--- config.mk ---
export PLATFORM = sky130hd
export DESIGN_NAME = button_events
export DESIGN_NICKNAME = d
export VERILOG_FILES = /design/src/rtl/button_events.sv
export SDC_FILE = /design/constraint.sdc
export NUM_CORES = 1
export LEC_CHECK = 0
export CORE_MARGIN = 1.5
export CORE_UTILIZATION = 45
export DETAILED_ROUTE_END_ITERATION = 16
export DONT_BUFFER_PORTS = 1
export SYNTH_ARGS = -nofsm -noshare
export SYNTH_HDL_FRONTEND = slang
export SYNTH_SLANG_ARGS = --single-unit
--- constraint.sdc ---
create_clock -name i_clk -period 5.6 [get_ports i_clk]
set_input_delay 1.12 -clock i_clk [delete_from_list [all_inputs] [get_ports i_clk]]
set_output_delay 1.12 -clock i_clk [all_outputs]
set_load 0.01 [all_outputs]
--- src/rtl/button_events.sv ---
// button_events: classifies a debounced button level into one-cycle pulses.
// Events: press, release, click, double-click, long-press, auto-repeat.
//
// Parameters:
//   CLOCK_RATE_HZ - system clock frequency
//   TICK_RATE_HZ  - rate of the internal time tick (1000 -> 1 ms units)
//   LONG_MS       - hold time in ticks before long-press (1..65534)
//   DOUBLE_MS     - double-click window in ticks after a short release
//   REPEAT_MS     - auto-repeat period in ticks while long-held
//
// Ports:
//   i_clk     - system clock
//   i_rst_n   - asynchronous active-low reset
//   i_btn     - debounced button level, 1 = pressed
//   o_press   - pulse on each 0->1 edge
//   o_release - pulse on each 1->0 edge
//   o_click   - pulse when a single short press is confirmed
//   o_dclick  - pulse on a second press inside the double-click window
//   o_long    - pulse when a hold reaches LONG_MS
//   o_repeat  - periodic pulse while held after long-press
//
// Build option: define BUTTON_EVENTS_AUTOREPEAT_EN to enable auto-repeat;
// without it o_repeat is tied to 0.

module button_events #(
    parameter int CLOCK_RATE_HZ = 16_000_000,
    parameter int TICK_RATE_HZ  = 1000,
    parameter int LONG_MS       = 1000,
    parameter int DOUBLE_MS     = 300,
    parameter int REPEAT_MS     = 200
) (
    input  logic i_clk,
    input  logic i_rst_n,
    input  logic i_btn,
    output logic o_press,
    output logic o_release,
    output logic o_click,
    output logic o_dclick,
    output logic o_long,
    output logic o_repeat
);

    localparam int DIV = CLOCK_RATE_HZ / TICK_RATE_HZ;
    localparam int PW  = (DIV > 1) ? $clog2(DIV) : 1;
    localparam logic [PW-1:0] PRE_MAX = PW'(DIV - 1);
    localparam logic [15:0] LONG_T   = 16'(LONG_MS);
    localparam logic [15:0] DOUBLE_T = 16'(DOUBLE_MS);

    typedef enum logic [2:0] {
        S_IDLE,
        S_PRESSED,
        S_LONG,
        S_WAIT2,
        S_PRESSED2
    } state_t;

    state_t state_q, state_d;

    logic          btn_q;
    logic          rise, fall;
    logic [PW-1:0] pre_cnt;
    logic          tick;
    logic [15:0]   ms_cnt;

    logic press_d, release_d, click_d, dclick_d, long_d;

    assign rise = i_btn & ~btn_q;
    assign fall = ~i_btn & btn_q;
    assign tick = (pre_cnt == PRE_MAX);

    // Free-running prescaler; never re-phased by button activity.
    always_ff @(posedge i_clk or negedge i_rst_n) begin
        if (!i_rst_n) begin
            pre_cnt <= '0;
        end else if (tick) begin
            pre_cnt <= '0;
        end else begin
            pre_cnt <= pre_cnt + PW'(1);
        end
    end

    // Ticks since the last edge, saturating.
    always_ff @(posedge i_clk or negedge i_rst_n) begin
        if (!i_rst_n) begin
            ms_cnt <= '0;
        end else if (rise || fall) begin
            ms_cnt <= '0;
        end else if (tick && ms_cnt != 16'hFFFF) begin
            ms_cnt <= ms_cnt + 16'd1;
        end
    end

    // Edges are tested before thresholds so an edge always wins a tie.
    always_comb begin
        state_d   = state_q;
        press_d   = 1'b0;
        release_d = 1'b0;
        click_d   = 1'b0;
        dclick_d  = 1'b0;
        long_d    = 1'b0;
        unique case (state_q)
            S_IDLE: begin
                if (rise) begin
                    press_d = 1'b1;
                    state_d = S_PRESSED;
                end
            end
            S_PRESSED: begin
                if (fall) begin
                    release_d = 1'b1;
                    state_d   = S_WAIT2;
                end else if (tick && ms_cnt == LONG_T) begin
                    long_d  = 1'b1;
                    state_d = S_LONG;
                end
            end
            S_LONG: begin
                if (fall) begin
                    release_d = 1'b1;
                    state_d   = S_IDLE;
                end
            end
            S_WAIT2: begin
                if (rise) begin
                    press_d  = 1'b1;
                    dclick_d = 1'b1;
                    state_d  = S_PRESSED2;
                end else if (tick && ms_cnt == DOUBLE_T) begin
                    click_d = 1'b1;
                    state_d = S_IDLE;
                end
            end
            S_PRESSED2: begin
                if (fall) begin
                    release_d = 1'b1;
                    state_d   = S_IDLE;
                end else if (tick && ms_cnt == LONG_T) begin
                    long_d  = 1'b1;
                    state_d = S_LONG;
                end
            end
            default: state_d = S_IDLE;
        endcase
    end

    always_ff @(posedge i_clk or negedge i_rst_n) begin
        if (!i_rst_n) begin
            state_q   <= S_IDLE;
            btn_q     <= 1'b0;
            o_press   <= 1'b0;
            o_release <= 1'b0;
            o_click   <= 1'b0;
            o_dclick  <= 1'b0;
            o_long    <= 1'b0;
        end else begin
            state_q   <= state_d;
            btn_q     <= i_btn;
            o_press   <= press_d;
            o_release <= release_d;
            o_click   <= click_d;
            o_dclick  <= dclick_d;
            o_long    <= long_d;
        end
    end

`ifdef BUTTON_EVENTS_AUTOREPEAT_EN
    localparam logic [15:0] REP_LAST = 16'(REPEAT_MS - 1);

    logic [15:0] rep_cnt;

    // Held at zero outside LONG, so it is clear on every entry.
    // A release in LONG suppresses a coincident repeat.
    always_ff @(posedge i_clk or negedge i_rst_n) begin
        if (!i_rst_n) begin
            rep_cnt  <= '0;
            o_repeat <= 1'b0;
        end else begin
            o_repeat <= 1'b0;
            if (state_q != S_LONG) begin
                rep_cnt <= '0;
            end else if (tick && !fall) begin
                if (rep_cnt == REP_LAST) begin
                    rep_cnt  <= '0;
                    o_repeat <= 1'b1;
                end else begin
                    rep_cnt <= rep_cnt + 16'd1;
                end
            end
        end
    end
`else
    assign o_repeat = 1'b0;
`endif

endmodule

# Yosys cells after proc, flatten, opt, wreduce, memory -nomap -nowiden
# Cells that the tools add are included.
dict set report word_totals {
  register_bits 39
  elab_cells 58
  out_inout_bits 6
  inputBits 3
}
dict set report classes {
  reduce_logical 10
  mux 22
  eq_ne 11
  n_addsub 2
  bitwise_logic 4
}
# op count
set ops {}
lappend ops {{16-bit two-way mux} 2}
lappend ops {{3-bit two-way mux} 7}
lappend ops {{16-bit by 1-bit adder with 16-bit output (second input constant)} 1}
lappend ops {{16-bit by 10-bit == test with 1-bit output (second input constant)} 1}
lappend ops {{16-bit by 9-bit == test with 1-bit output (second input constant)} 1}
lappend ops {{16-bit != test (second input constant)} 1}
lappend ops {{3-bit one-hot mux with 5 select lines} 1}
lappend ops {{14-bit by 1-bit adder with 14-bit output (second input constant)} 1}
lappend ops {{14-bit == test (second input constant)} 1}
lappend ops {{14-bit two-way mux} 1}
lappend ops {{1-bit two-way mux} 11}
lappend ops {{3-bit by 2-bit == test with 1-bit output (second input constant)} 2}
lappend ops {{2-bit != test (second input constant)} 2}
lappend ops {{2-bit OR reduction} 2}
lappend ops {{3-bit by 1-bit == test with 1-bit output (second input constant)} 1}
lappend ops {{3-bit == test (second input constant)} 1}
lappend ops {{1-bit logical AND} 3}
lappend ops {{3-bit logical NOT} 1}
lappend ops {{3-bit != test (second input constant)} 1}
lappend ops {{3-bit AND reduction} 1}
lappend ops {{3-bit OR reduction} 1}
lappend ops {{1-bit bitwise AND} 2}
lappend ops {{1-bit inverter} 2}
lappend ops {{2-bit nonzero test} 1}
lappend ops {{1-bit logical OR} 1}

# Longest topological paths before layout
dict set report logic_depth {
  word_depth 5
  depth_mapped 7
  depth_no_buf 6
}

# Worst setup path before layout
# OpenSTA, ideal clock, no wires.
dict set report synth_path {
  path_kind {input-to-reg}
  startpoint {input i_btn}
  endpoint {register ms_cnt[4]}
  stages 6
  t_required_ns 5.490
  arrival_ns 2.224
  n_path_buf 2
  slack_ns 3.266
  setup_time_ns 0.110
  path_cell_list {inv_1 > ha_1 > clkbuf_1 > clkbuf_1 > o311ai_0 > o41ai_1}
}
dict set report synth_via {
  elab_chain_cells 4
  word_cells_on_any_way 6
  cone_classes {mux: 1; bitwise: 3; reduce/logical: 2}
}
# element line
set synth_rtl {}
lappend synth_rtl {{from (decl)} 34} ;# input logic i_btn,
lappend synth_rtl {{1-bit inverter} 68} ;# assign fall = ~i_btn & btn_q;
lappend synth_rtl {{1-bit bitwise AND} 68}
lappend synth_rtl {{1-bit logical OR (*)} 86} ;# end else if (rise || fall) begin
lappend synth_rtl {{16-bit two-way mux / 2-bit nonzero test (equally long branches)} n/a}
lappend synth_rtl {{to (signal assigned)} 89} ;# ms_cnt <= ms_cnt + 16'd1;
lappend synth_rtl {{to (decl)} 63} ;# logic [15:0] ms_cnt;
# Mark *: on every way between the ends. The rest lies on a longest branch, timed or not.
# A chain may end at the register's enable or synchronous reset.

# Final worst setup path
dict set report layout_path {
  startpoint {register pre_cnt[4]}
  endpoint {register ms_cnt[6]}
}
dict set report layout_via {
  elab_chain_cells 3
}
# element line
set layout_rtl {}
lappend layout_rtl {{from (decl)} 61} ;# logic [PW-1:0] pre_cnt;
lappend layout_rtl {{from (signal assigned)} 78} ;# pre_cnt <= pre_cnt + PW'(1);
lappend layout_rtl {{14-bit == test} 69} ;# assign tick = (pre_cnt == PRE_MAX);
lappend layout_rtl {{1-bit logical AND} 88} ;# end else if (tick && ms_cnt != 16'hFFFF) begin
lappend layout_rtl {{2-bit nonzero test (no line)} n/a}
# No other way between the ends.

==> impl_metrics.csv <==
group,metric,value,unit
worst_setup_path,crit_arrival,2.80,ns
sta,slew_viol_final,0,
worst_setup_path,critPathBufInv,0,
power_and_ir_drop,ir_worst_vdd,118.4,uV
final_layout,stdcell_area,2392,um2
final_layout,final_nets,237,
logic_synthesis,synthesis.area,2221,um2
floorplan,die-width,73.25,um
sta,finalSetupViolCount,0,
floorplan,rows,25,
logic_synthesis,ys_warn_count,0,
hold_path,hold_path_end,"pre_cnt[6]",
final_layout,syn_to_final_growth,7.718,%
run_status,status,"complete, no violations",
logic_synthesis,synth_top_family_by_area,"simple AND/OR/NAND/NOR gates",
global_routing,track_usage,18.39,%
placement,place_area,2256,um2
logic_synthesis,synthArstFlopShare,100.0,%
worst_setup_path,crit_path_end_kind,"register",
global_routing,antenna_found_initial,0,
worst_setup_path,start_kind,"register",
clocking,post-cts-setup-buffers,0,
final_layout,antenna_cells,0,
placement,gp_congestion,0.8260,
floorplan,die_area,5366,um2
final_layout,fin_util,50.65,%
detailed_routing,drc_errors,0,
logic_synthesis,synth_cell_type_count,47,
logic_synthesis,syn_nets,244,
clocking,clockRootBuffer,"clkbuf_8",
placement,port_buffers,0,
worst_setup_path,r2r-end,"ms_cnt[6]",
power_and_ir_drop,p_per_area,280.7,nW/um2
final_layout,final_cell_mix,"dfrtp_1, nand2_1, nor2_1, nand2b_1, a21oi_1",
placement,placedCellCount,289,
clocking,clk_latency,0.30,ns
worst_setup_path,cpPeakStageDelay,1.00,ns
hold_path,holdCritStartpoint,"pre_cnt[6]",
worst_setup_path,path_max_fanout,28,
sta,rsz0062_at_grt,"false",
logic_synthesis,synth_xor_area_share,4.732,%
worst_setup_path,cpMaxStageDelayCell,"or4_1",
sta,worst_pin_slew,1.068,ns
logic_synthesis,synth-simple-area-share,30.48,%
sta,hold_viol_final,0,
worst_setup_path,cp_top_family,"simple AND/OR/NAND/NOR gates",
detailed_routing,detail_route.vias_per_cell,5.795,
detailed_routing,drtIter0Drc,105,
sta,worst_clock_skew,0.006766,ns
clocking,tritoncts,"done",
global_routing,gr-total-overflow,0,
worst_setup_path,worst-r2r-cell-count,4,
worst_setup_path,crit_type,"reg -> reg",
sta,fin_tns_setup,0,ns
logic_synthesis,synthFlopType,"dfrtp_1",
clocking,clock_sinks,39,
placement,post-dp-hpwl,2899,um
clocking,clockBufferDepth,2,
run,maxCapViolCount,0,
worst_setup_path,rr_startpoint,"pre_cnt[4]",
global_routing,grt_pass1_wl,7693,um
detailed_routing,wire_per_inst,14.10,um
sta,post-route-period-util,46.20,%
sta,slew_headroom,28.23,%
logic_synthesis,ys_seq_elements,39,
floorplan,io_pins,9,
logic_synthesis,synth-seq-area-share,43.94,%
logic_synthesis,synth-compound-area-share,10.25,%
power_and_ir_drop,p_leak,0.9401,nW
global_routing,grt_max_degree,40,
hold_path,min_path_type,"reg -> reg",
final_layout,layout_commonest_cell,"dfrtp_1",
worst_setup_path,cpMostUsedCell,"or4_1",
clocking,clkSlewWorstSetupHoldPaths,0.08,ns
detailed_routing,wirelength,4189,um
hold_path,whs_path_depth,1,
worst_setup_path,cp.required,5.82,ns
sta,max_freq,386.5,MHz
floorplan,core-area,4723,um2
floorplan,die_h,73.25,um
clocking,htree_levels,2,
logic_synthesis,synthCells,236,
clocking,cts-resized-gates,0,
final_layout,final_cells,297,
logic_synthesis,synthAdderAreaFrac,2.817,%
logic_synthesis,synth_edf_count,0,
clocking,numCtsBuffers,5,
worst_setup_path,path_cells,"nand3_1, or4_1, or4_1, a21oi_1",
sta,min_period,2.587,ns
final_layout,drive_above_1_share,7.391,%
logic_synthesis,synth.avg_cell_area,9.411,um2
global_routing,grt_pass1_vias,1702,
floorplan,start_util,47.02,%
logic_synthesis,muxShareOfSynthArea,3.155,%
detailed_routing,ant_nets,0,
detailed_routing,vias,1721,
detailed_routing,drt-pass1-iter-count,4,
worst_setup_path,reg2reg_slack,3.01,ns
clocking,holdBufCountCts,0,
==> Yosys cell counts, types with 2 or more instances <==
master / n / share of area (%)
o311ai_0: 3 / 1.2
nor3b_1: 2 / 0.68
or4_1: 6 / 2.0
xor2_1: 5 / 2.0
nor2_1: 14 / 2.4
a21oi_1: 12 / 2.7
nand3_1: 10 / 2.3
nor2b_1: 2 / 0.56
inv_1: 8 / 1.4
clkbuf_1: 11 / 1.9
nand4_1: 9 / 2.5
nor4_1: 10 / 2.8
and2_1: 3 / 0.85
mux2i_1: 7 / 3.2
nand2b_1: 13 / 3.7
nor4b_1: 3 / 1.2
o31ai_1: 5 / 1.7
o41ai_1: 4 / 1.6
nand2_1: 17 / 2.9
and4_1: 2 / 0.79
and3_1: 4 / 1.1
o21ai_0: 4 / 0.90
dfrtp_1: 39 / 44
ha_1: 5 / 2.8
nand3b_1: 2 / 0.68
xnor2_1: 7 / 2.8
nor3_1: 7 / 1.6
or3_1: 3 / 0.85
==> cell families (layout without fill, tap and decap cells) <==
group / count (synthesis) / count (layout)
multiplexers: 7 / 7
buffers and inverters: 23 / 17
AND/OR/NAND/NOR: 115 / 115
AO/OA/AOI/OAI: 34 / 34
XOR/XNOR: 12 / 12
flip-flops: 39 / 39
adder cells (fa/ha/maj): 5 / 5
other: 1 / 1
==> layout make-up <==
class | count | area (um2)
clock inverter | 3 | 67.56
fill | 433 | 2331
timing repair buffer | 1 | 7.507
tap | 67 | 83.83
multi-input combinational | 174 | 1159
clock buffer | 5 | 68.82
sequential | 39 | 975.9
inverter | 8 | 30.03
==> power breakdown <==
part	leakage (nW)	internal, mW	total (mW)	switching [mW]
logic	0.352	0.0345	0.0725	0.0380
clock network	0.0644	0.178	0.283	0.105
registers	0.524	0.293	0.316	0.0228
total	0.940	0.505	0.672	0.166
==> registers in the layout (all words and copies together), names as in the netlist <==
signal,flops
btn_q,1
ms_cnt,16
o_click,1
o_dclick,1
o_long,1
o_press,1
o_release,1
pre_cnt,14
state_q,3
==> stage by stage <==
stage                     setup slack, ns  power [mW]  hold WS [ns]
after floorplan                     3.266      0.3825        0.4423
after global placement              3.079      0.3944        0.4628
after detailed placement            3.021      0.3938        0.4607
after CTS                           3.001      0.6780        0.4730
after global routing                2.786      0.7044        0.4873
final                               3.013      0.6716        0.4699
==> metal layers <==
layer	share of wire, %	global-route usage (%)
met5	0	0
met1	50	24.72
met3	3.3	3.567
met2	46	28.18
met4	1.5	9.224
==> worst max path at each step <==
stage / start / endpoint / depth (start not counted)
finish: pre_cnt[4] / ms_cnt[6] / 4
global route: pre_cnt[4] / ms_cnt[7] / 4
CTS: pre_cnt[4] / ms_cnt[6] / 4
detailed placement: pre_cnt[4] / ms_cnt[6] / 4
global placement: pre_cnt[4] / ms_cnt[12] / 4
floorplan: i_btn / ms_cnt[4] / 6
No activity file was read; power rests on OpenSTA's default activity.
